### src/rtl/imem_loader.sv
// imem_loader: turns a little-endian byte stream into instruction-memory word writes,
// verifies the trailing XOR checksum, and holds the core in reset until the image is good.
`timescale 1ns/1ps
module imem_loader #(
    parameter int WIDTH1   = 32,
    parameter int MEM_SIZE = 1024
) (
    input  logic              clk,
    input  logic              reset,
    input  logic              in_valid,
    input  logic [7:0]        in_data,
    output logic              in_ready,
    input  logic              start,
    output logic              wr,
    output logic [WIDTH1-1:0] addr,
    output logic [WIDTH1-1:0] wdata,
    output logic              core_hold,
    output logic              done,
    output logic              error,
    output logic [15:0]       words_loaded
);

    typedef enum logic [2:0] {
        S_HDR0  = 3'd0,
        S_HDR1  = 3'd1,
        S_DATA  = 3'd2,
        S_WRITE = 3'd3,
        S_CHK   = 3'd4,
        S_DONE  = 3'd5,
        S_ERR   = 3'd6
    } state_t;

    function automatic logic [7:0] f_chk_update(input logic [7:0] acc, input logic [7:0] b);
        return acc ^ b;
    endfunction

    state_t            r_state;
    state_t            w_state_nxt;
    logic [15:0]       r_count;
    logic [15:0]       w_count_nxt;
    logic [31:0]       r_word;
    logic [31:0]       w_word_nxt;
    logic [1:0]        r_bidx;
    logic [1:0]        w_bidx_nxt;
    logic [7:0]        r_chk;
    logic [7:0]        w_chk_nxt;
    logic [15:0]       r_words;
    logic [15:0]       w_words_nxt;
    logic              r_wr;
    logic              w_wr_nxt;
    logic [WIDTH1-1:0] r_addr;
    logic [WIDTH1-1:0] w_addr_nxt;
    logic [WIDTH1-1:0] r_wdata;
    logic [WIDTH1-1:0] w_wdata_nxt;
    logic              r_done;
    logic              r_error;
    logic              r_hold;

    logic              w_accept;
    logic [15:0]       w_hdr_n;
    logic              w_hdr_bad;
    logic [31:0]       w_word_full;
    logic [15:0]       w_words_inc;

    assign in_ready = (r_state == S_HDR0) || (r_state == S_HDR1) ||
                      (r_state == S_DATA) || (r_state == S_CHK);
    assign w_accept    = in_valid && in_ready;
    assign w_hdr_n     = {in_data, r_count[7:0]};
    assign w_hdr_bad   = (w_hdr_n == 16'd0) || ({16'd0, w_hdr_n} > 32'(MEM_SIZE));
    assign w_word_full = {in_data, r_word[31:8]};
    assign w_words_inc = r_words + 16'd1;

    // Next-state and next-register decode for the load sequence
    always_comb begin
        w_state_nxt = r_state;
        w_count_nxt = r_count;
        w_word_nxt  = r_word;
        w_bidx_nxt  = r_bidx;
        w_chk_nxt   = r_chk;
        w_words_nxt = r_words;
        w_wr_nxt    = 1'b0;
        w_addr_nxt  = r_addr;
        w_wdata_nxt = r_wdata;
        case (r_state)
            S_HDR0: begin
                if (w_accept) begin
                    w_count_nxt = {8'h00, in_data};
                    w_state_nxt = S_HDR1;
                end else begin
                    w_state_nxt = S_HDR0;
                end
            end
            S_HDR1: begin
                if (w_accept) begin
                    w_count_nxt = w_hdr_n;
                    w_bidx_nxt  = 2'd0;
                    if (w_hdr_bad) begin
                        w_state_nxt = S_ERR;
                    end else begin
                        w_state_nxt = S_DATA;
                    end
                end else begin
                    w_state_nxt = S_HDR1;
                end
            end
            S_DATA: begin
                if (w_accept) begin
                    w_word_nxt = w_word_full;
                    w_chk_nxt  = f_chk_update(r_chk, in_data);
                    w_bidx_nxt = r_bidx + 2'd1;
                    // Fourth byte completes the word: launch the write on this edge
                    if (r_bidx == 2'd3) begin
                        w_state_nxt = S_WRITE;
                        w_wr_nxt    = 1'b1;
                        w_addr_nxt  = WIDTH1'(r_words);
                        w_wdata_nxt = WIDTH1'(w_word_full);
                    end else begin
                        w_state_nxt = S_DATA;
                    end
                end else begin
                    w_state_nxt = S_DATA;
                end
            end
            S_WRITE: begin
                w_words_nxt = w_words_inc;
                if (w_words_inc == r_count) begin
                    w_state_nxt = S_CHK;
                end else begin
                    w_state_nxt = S_DATA;
                end
            end
            S_CHK: begin
                if (w_accept) begin
                    if (in_data == r_chk) begin
                        w_state_nxt = S_DONE;
                    end else begin
                        w_state_nxt = S_ERR;
                    end
                end else begin
                    w_state_nxt = S_CHK;
                end
            end
            S_DONE, S_ERR: begin
                if (start) begin
                    w_state_nxt = S_HDR0;
                    w_words_nxt = 16'd0;
                    w_chk_nxt   = 8'h00;
                    w_bidx_nxt  = 2'd0;
                end else begin
                    w_state_nxt = r_state;
                end
            end
            default: begin
                w_state_nxt = S_HDR0;
            end
        endcase
    end

    // State and output registers; status flags are decoded from the next state
    always_ff @(posedge clk or negedge reset) begin
        if (!reset) begin
            r_state <= S_HDR0;
            r_count <= 16'd0;
            r_word  <= 32'd0;
            r_bidx  <= 2'd0;
            r_chk   <= 8'h00;
            r_words <= 16'd0;
            r_wr    <= 1'b0;
            r_addr  <= '0;
            r_wdata <= '0;
            r_done  <= 1'b0;
            r_error <= 1'b0;
            r_hold  <= 1'b1;
        end else begin
            r_state <= w_state_nxt;
            r_count <= w_count_nxt;
            r_word  <= w_word_nxt;
            r_bidx  <= w_bidx_nxt;
            r_chk   <= w_chk_nxt;
            r_words <= w_words_nxt;
            r_wr    <= w_wr_nxt;
            r_addr  <= w_addr_nxt;
            r_wdata <= w_wdata_nxt;
            r_done  <= (w_state_nxt == S_DONE);
            r_error <= (w_state_nxt == S_ERR);
            r_hold  <= (w_state_nxt != S_DONE);
        end
    end

    assign wr           = r_wr;
    assign addr         = r_addr;
    assign wdata        = r_wdata;
    assign done         = r_done;
    assign error        = r_error;
    assign core_hold    = r_hold;
    assign words_loaded = r_words;

endmodule

### config.mk
export PLATFORM = sky130hd
export DESIGN_NAME = imem_loader
export DESIGN_NICKNAME = d
export VERILOG_FILES = /design/src/rtl/imem_loader.sv
export SDC_FILE = /design/constraint.sdc
export NUM_CORES = 1
export LEC_CHECK = 0
export ABC_AREA = 1
export CORE_MARGIN = 2
export CORE_UTILIZATION = 45
export DETAILED_ROUTE_END_ITERATION = 8
export PLACE_DENSITY = 0.68
export SLEW_MARGIN = 30
export SYNTH_ARGS = -nofsm -noshare
export SYNTH_HDL_FRONTEND = slang
export SYNTH_SLANG_ARGS = --single-unit
### constraint.sdc
create_clock -name clk -period 3.72 [get_ports clk]
set_clock_uncertainty 0.15 [all_clocks]
set_input_delay 0.372 -clock clk [delete_from_list [all_inputs] [get_ports clk]]
set_output_delay 0.372 -clock clk [all_outputs]
set_load 0.05 [all_outputs]
==> impl_metrics.ini <==
[outcome]
outcome = finished clean

[power_and_ir_drop]
p_leak_uw = 0.00347
p_int_uw = 4070
netSwitchingPower_uw = 3300
ir_drop_uv = 345
swShare = 0.447
power_uw = 7370
pwr-share-seq = 0.312
power_density_nw_per_um2 = 1030
p_clk_frac = 0.232
combPwrFrac = 0.456

[clocking]
cts_root_buffer = clkbuf_16
cts_buffers = 17
cts_sinks = 121
path_clk_slew_ns = 0.06
cts_tree = yes
htreeDepth = 4
worstSkewPairLatency_ns = 0.41
cts_buffer_depth = 2

[synthesis]
avgSynthCellArea_um2 = 8.38
ys.warnings.count = 0
synthCells = 672
synthArstFlopShare = 1.00
synth_flop_cell = dfrtp_1
ys_seq_elements = 121
synth_cell_types = 35
seq_area_frac_synth = 0.538
synth-edff-count = 0
synth_area_um2 = 5630

[detailed_routing]
wl_met1_mm = 5.92
drt-vias-per-instance = 5.10
ant_nets = 0
wirelength_mm = 13.5
wl_met3_um = 899
num_vias = 4795
drt-initial-drc-count = 432
highest_layer = met4
wl_per_cell_um = 14.4
drc = 0
met2_length_mm = 6.58
dr.pass1.iters = 5

[job]
drv_cap = 0

[timing]
rsz0062_at_grt = false
holdWs_ns = 0.329
tightest_slew_ns = 0.851
finalHoldViolCount = 0
slew_headroom = 0.433
fin_crit_ns = 2.74
tns_ns = 0
slew_violations = 0
finalWorstSetupSlack_ns = 0.979
fin_crit_sh = 0.737
fmax_mhz = 365
setup_violations = 0

[critical_path]
max_stage_delay_ns = 0.89
r2r-start = r_state[0]$_DFF_PN0_
path_cells = nand2_1, inv_1, o21ai_0, clkdlybuf4s50_1
path_buf_inv = 2
setup.worst_path.start = r_state[0]$_DFF_PN0_
path_max_fanout = 6
cp-start-kind = register
crit_type = reg2out
critPathRequiredTime_ns = 3.20
slowest_stage = clkdlybuf4s50_1
cp.arrival_ns = 2.22
critPathTopFamily = buffers and inverters
cp-end-kind = output pin

[placed_design]
pre_cts_ws_ns = 1.19
hpwlAfterDp_mm = 9.82
gp_congestion = 0.904
dp.cells = 907
port-buffer-count = 80

[final_layout]
antennaDiodeCount = 0
layout.nets = 773
fillers = 1066
stdcell_count = 940
drive_above_1_share = 0.0933
area_growth_syn_to_layout_pct = 27.4

[floorplan]
core_area_um2 = 12100
initial_utilization = 0.465
die_h_um = 116
die_w_um = 116
die-area_um2 = 13400
design.portCount = 97
rows = 40

[global_routing]
grt_util_all_layers = 0.216
grt_max_degree = 73
grt_pass1_wl_mm = 22.4
grt_pass1_vias = 4546
antenna_found_initial = 0
overflow = 0

[hold_path]
worst_hold_path_type = reg2reg
hp-start = wdata[7]$_DFFE_PN0P_
## metrics by stage
| stage | cell area [um2] | utilization |
|---|---|---|
| 2_1_floorplan | 5690 | - |
| 3_3_place_gp | 6550 | 0.541 |
| 3_5_place_dp | 6550 | 0.541 |
| 4_1_cts | 7180 | 0.593 |
| 5_1_grt | 7180 | 0.593 |
| 6_report | 7180 | 0.593 |
## logic make-up after synthesis
family | count (synthesis) | synth area share
simple gates | 305 | 0.242
buf+inv | 121 | 0.0922
flops | 121 | 0.538
compound gates | 114 | 0.111
xor+xnor | 8 | 0.0124
fa+ha+maj | 2 | 0.00444
other cells | 1 | 0.000666
## tightest hold or removal path, stage by stage, from the launching register on
cell and delay [ns]:
dfrtp_1 0.34, nand2_1 0.06, nand2_1 0.06
## worst paths after layout
check,to,slack [ns],cells after the start
hold / removal,wdata[7]$_DFFE_PN0P_,0.33,2
min in group asynchronous,r_chk[1]$_DFFE_PN0P_,0.46,2
setup reg to reg,words_loaded[13]$_DFFE_PN0P_,1.22,5
setup / recovery,in_ready,0.98,4
hold reg to reg,wdata[7]$_DFFE_PN0P_,0.33,2
max in group asynchronous,addr[14]$_DFFE_PN0P_,2.00,3
## power groups by stage
stage                     logic (uW)  clock network, uW  registers, uW
after floorplan                 1280                  0           3300
after global placement          3280                  0           2290
after detailed placement        3350                  0           2320
after CTS                       3380               1730           2300
after global routing            3650               1800           2370
final                           3360               1710           2300
## cell type report
cell class | count | area (um2) | area share
clock buffers | 21 | 450 | 0.0628
flip-flops and latches | 121 | 3030 | 0.422
clock inverters | 11 | 170 | 0.0237
multi-input cells | 445 | 2140 | 0.298
repair buffers | 86 | 846 | 0.118
inverters | 88 | 330 | 0.0460
well taps | 168 | 210 | 0.0293
## flip-flops by register name (all words and copies together), names as in the netlist
name,flops
r_state,3
addr,16
wr,1
r_bidx,2
core_hold,1
words_loaded,16
wdata,32
done,1
r_word,24
r_chk,8
error,1
r_count,16
## per-layer routing
metal  track usage  vias to the layer above
li1              -                     2318
met1         0.293                     2279
met2         0.350                      183
met3        0.0513                       15
met4        0.0619                        0
met5             0                        -
## cell usage in the layout, fill, tap and decap left out, drive strengths merged
cell           Yosys  layout
nand2            215     215
dfrtp            120     120
inv               86      87
o21ai             86      86
clkdlybuf4s50      0      79
nand3             38      38
nor2              31      31
clkbuf            13      21
o22ai             17      17
nand4             16      16
conb               1      16
xor2               6       6
buf               20       6
clkinv             2       5
bufinv             0       4
a21oi              4       4
nor3               3       3
o31ai              3       3
clkinvlp           0       3
nor4               2       2
xnor2              2       2
ha                 2       2
o211ai             1       1
a31oi              1       1
a21boi             1       1
o221ai             1       1
dfstp              1       1
dlygate4sd3        0       1
## synth_stat cells, types with 2 or more instances
| cell | count | share of area |
|---|---|---|
| nand2_1 | 206 | 0.14 |
| dfrtp_1 | 120 | 0.53 |
| o21ai_0 | 81 | 0.072 |
| inv_1 | 78 | 0.052 |
| nand3_1 | 35 | 0.031 |
| nor2_1 | 17 | 0.011 |
| o22ai_1 | 17 | 0.019 |
| buf_4 | 16 | 0.021 |
| nand4_1 | 16 | 0.018 |
| clkbuf_1 | 13 | 0.0087 |
| inv_2 | 8 | 0.0053 |
| nand2_2 | 8 | 0.0089 |
| nor2_2 | 7 | 0.0078 |
| nor2_4 | 6 | 0.012 |
| xor2_1 | 6 | 0.0093 |
| buf_2 | 4 | 0.0036 |
| o21ai_1 | 4 | 0.0036 |
| a21oi_1 | 3 | 0.0027 |
| nand3_2 | 3 | 0.0053 |
| nor3_1 | 3 | 0.0027 |
| o31ai_1 | 3 | 0.0040 |
| clkinv_1 | 2 | 0.0013 |
| ha_1 | 2 | 0.0044 |
| nor4_1 | 2 | 0.0022 |
| xnor2_1 | 2 | 0.0031 |
## what timing repair did
item | in CTS | in global routing
buffers inserted | 0 | 0
setup endpoints to repair | 0 | 0
hold buffers | 1 | 0
hold endpoints to repair | 66 | 0
resized for setup | 0 | 0
Power figures use the tool's default switching activity.
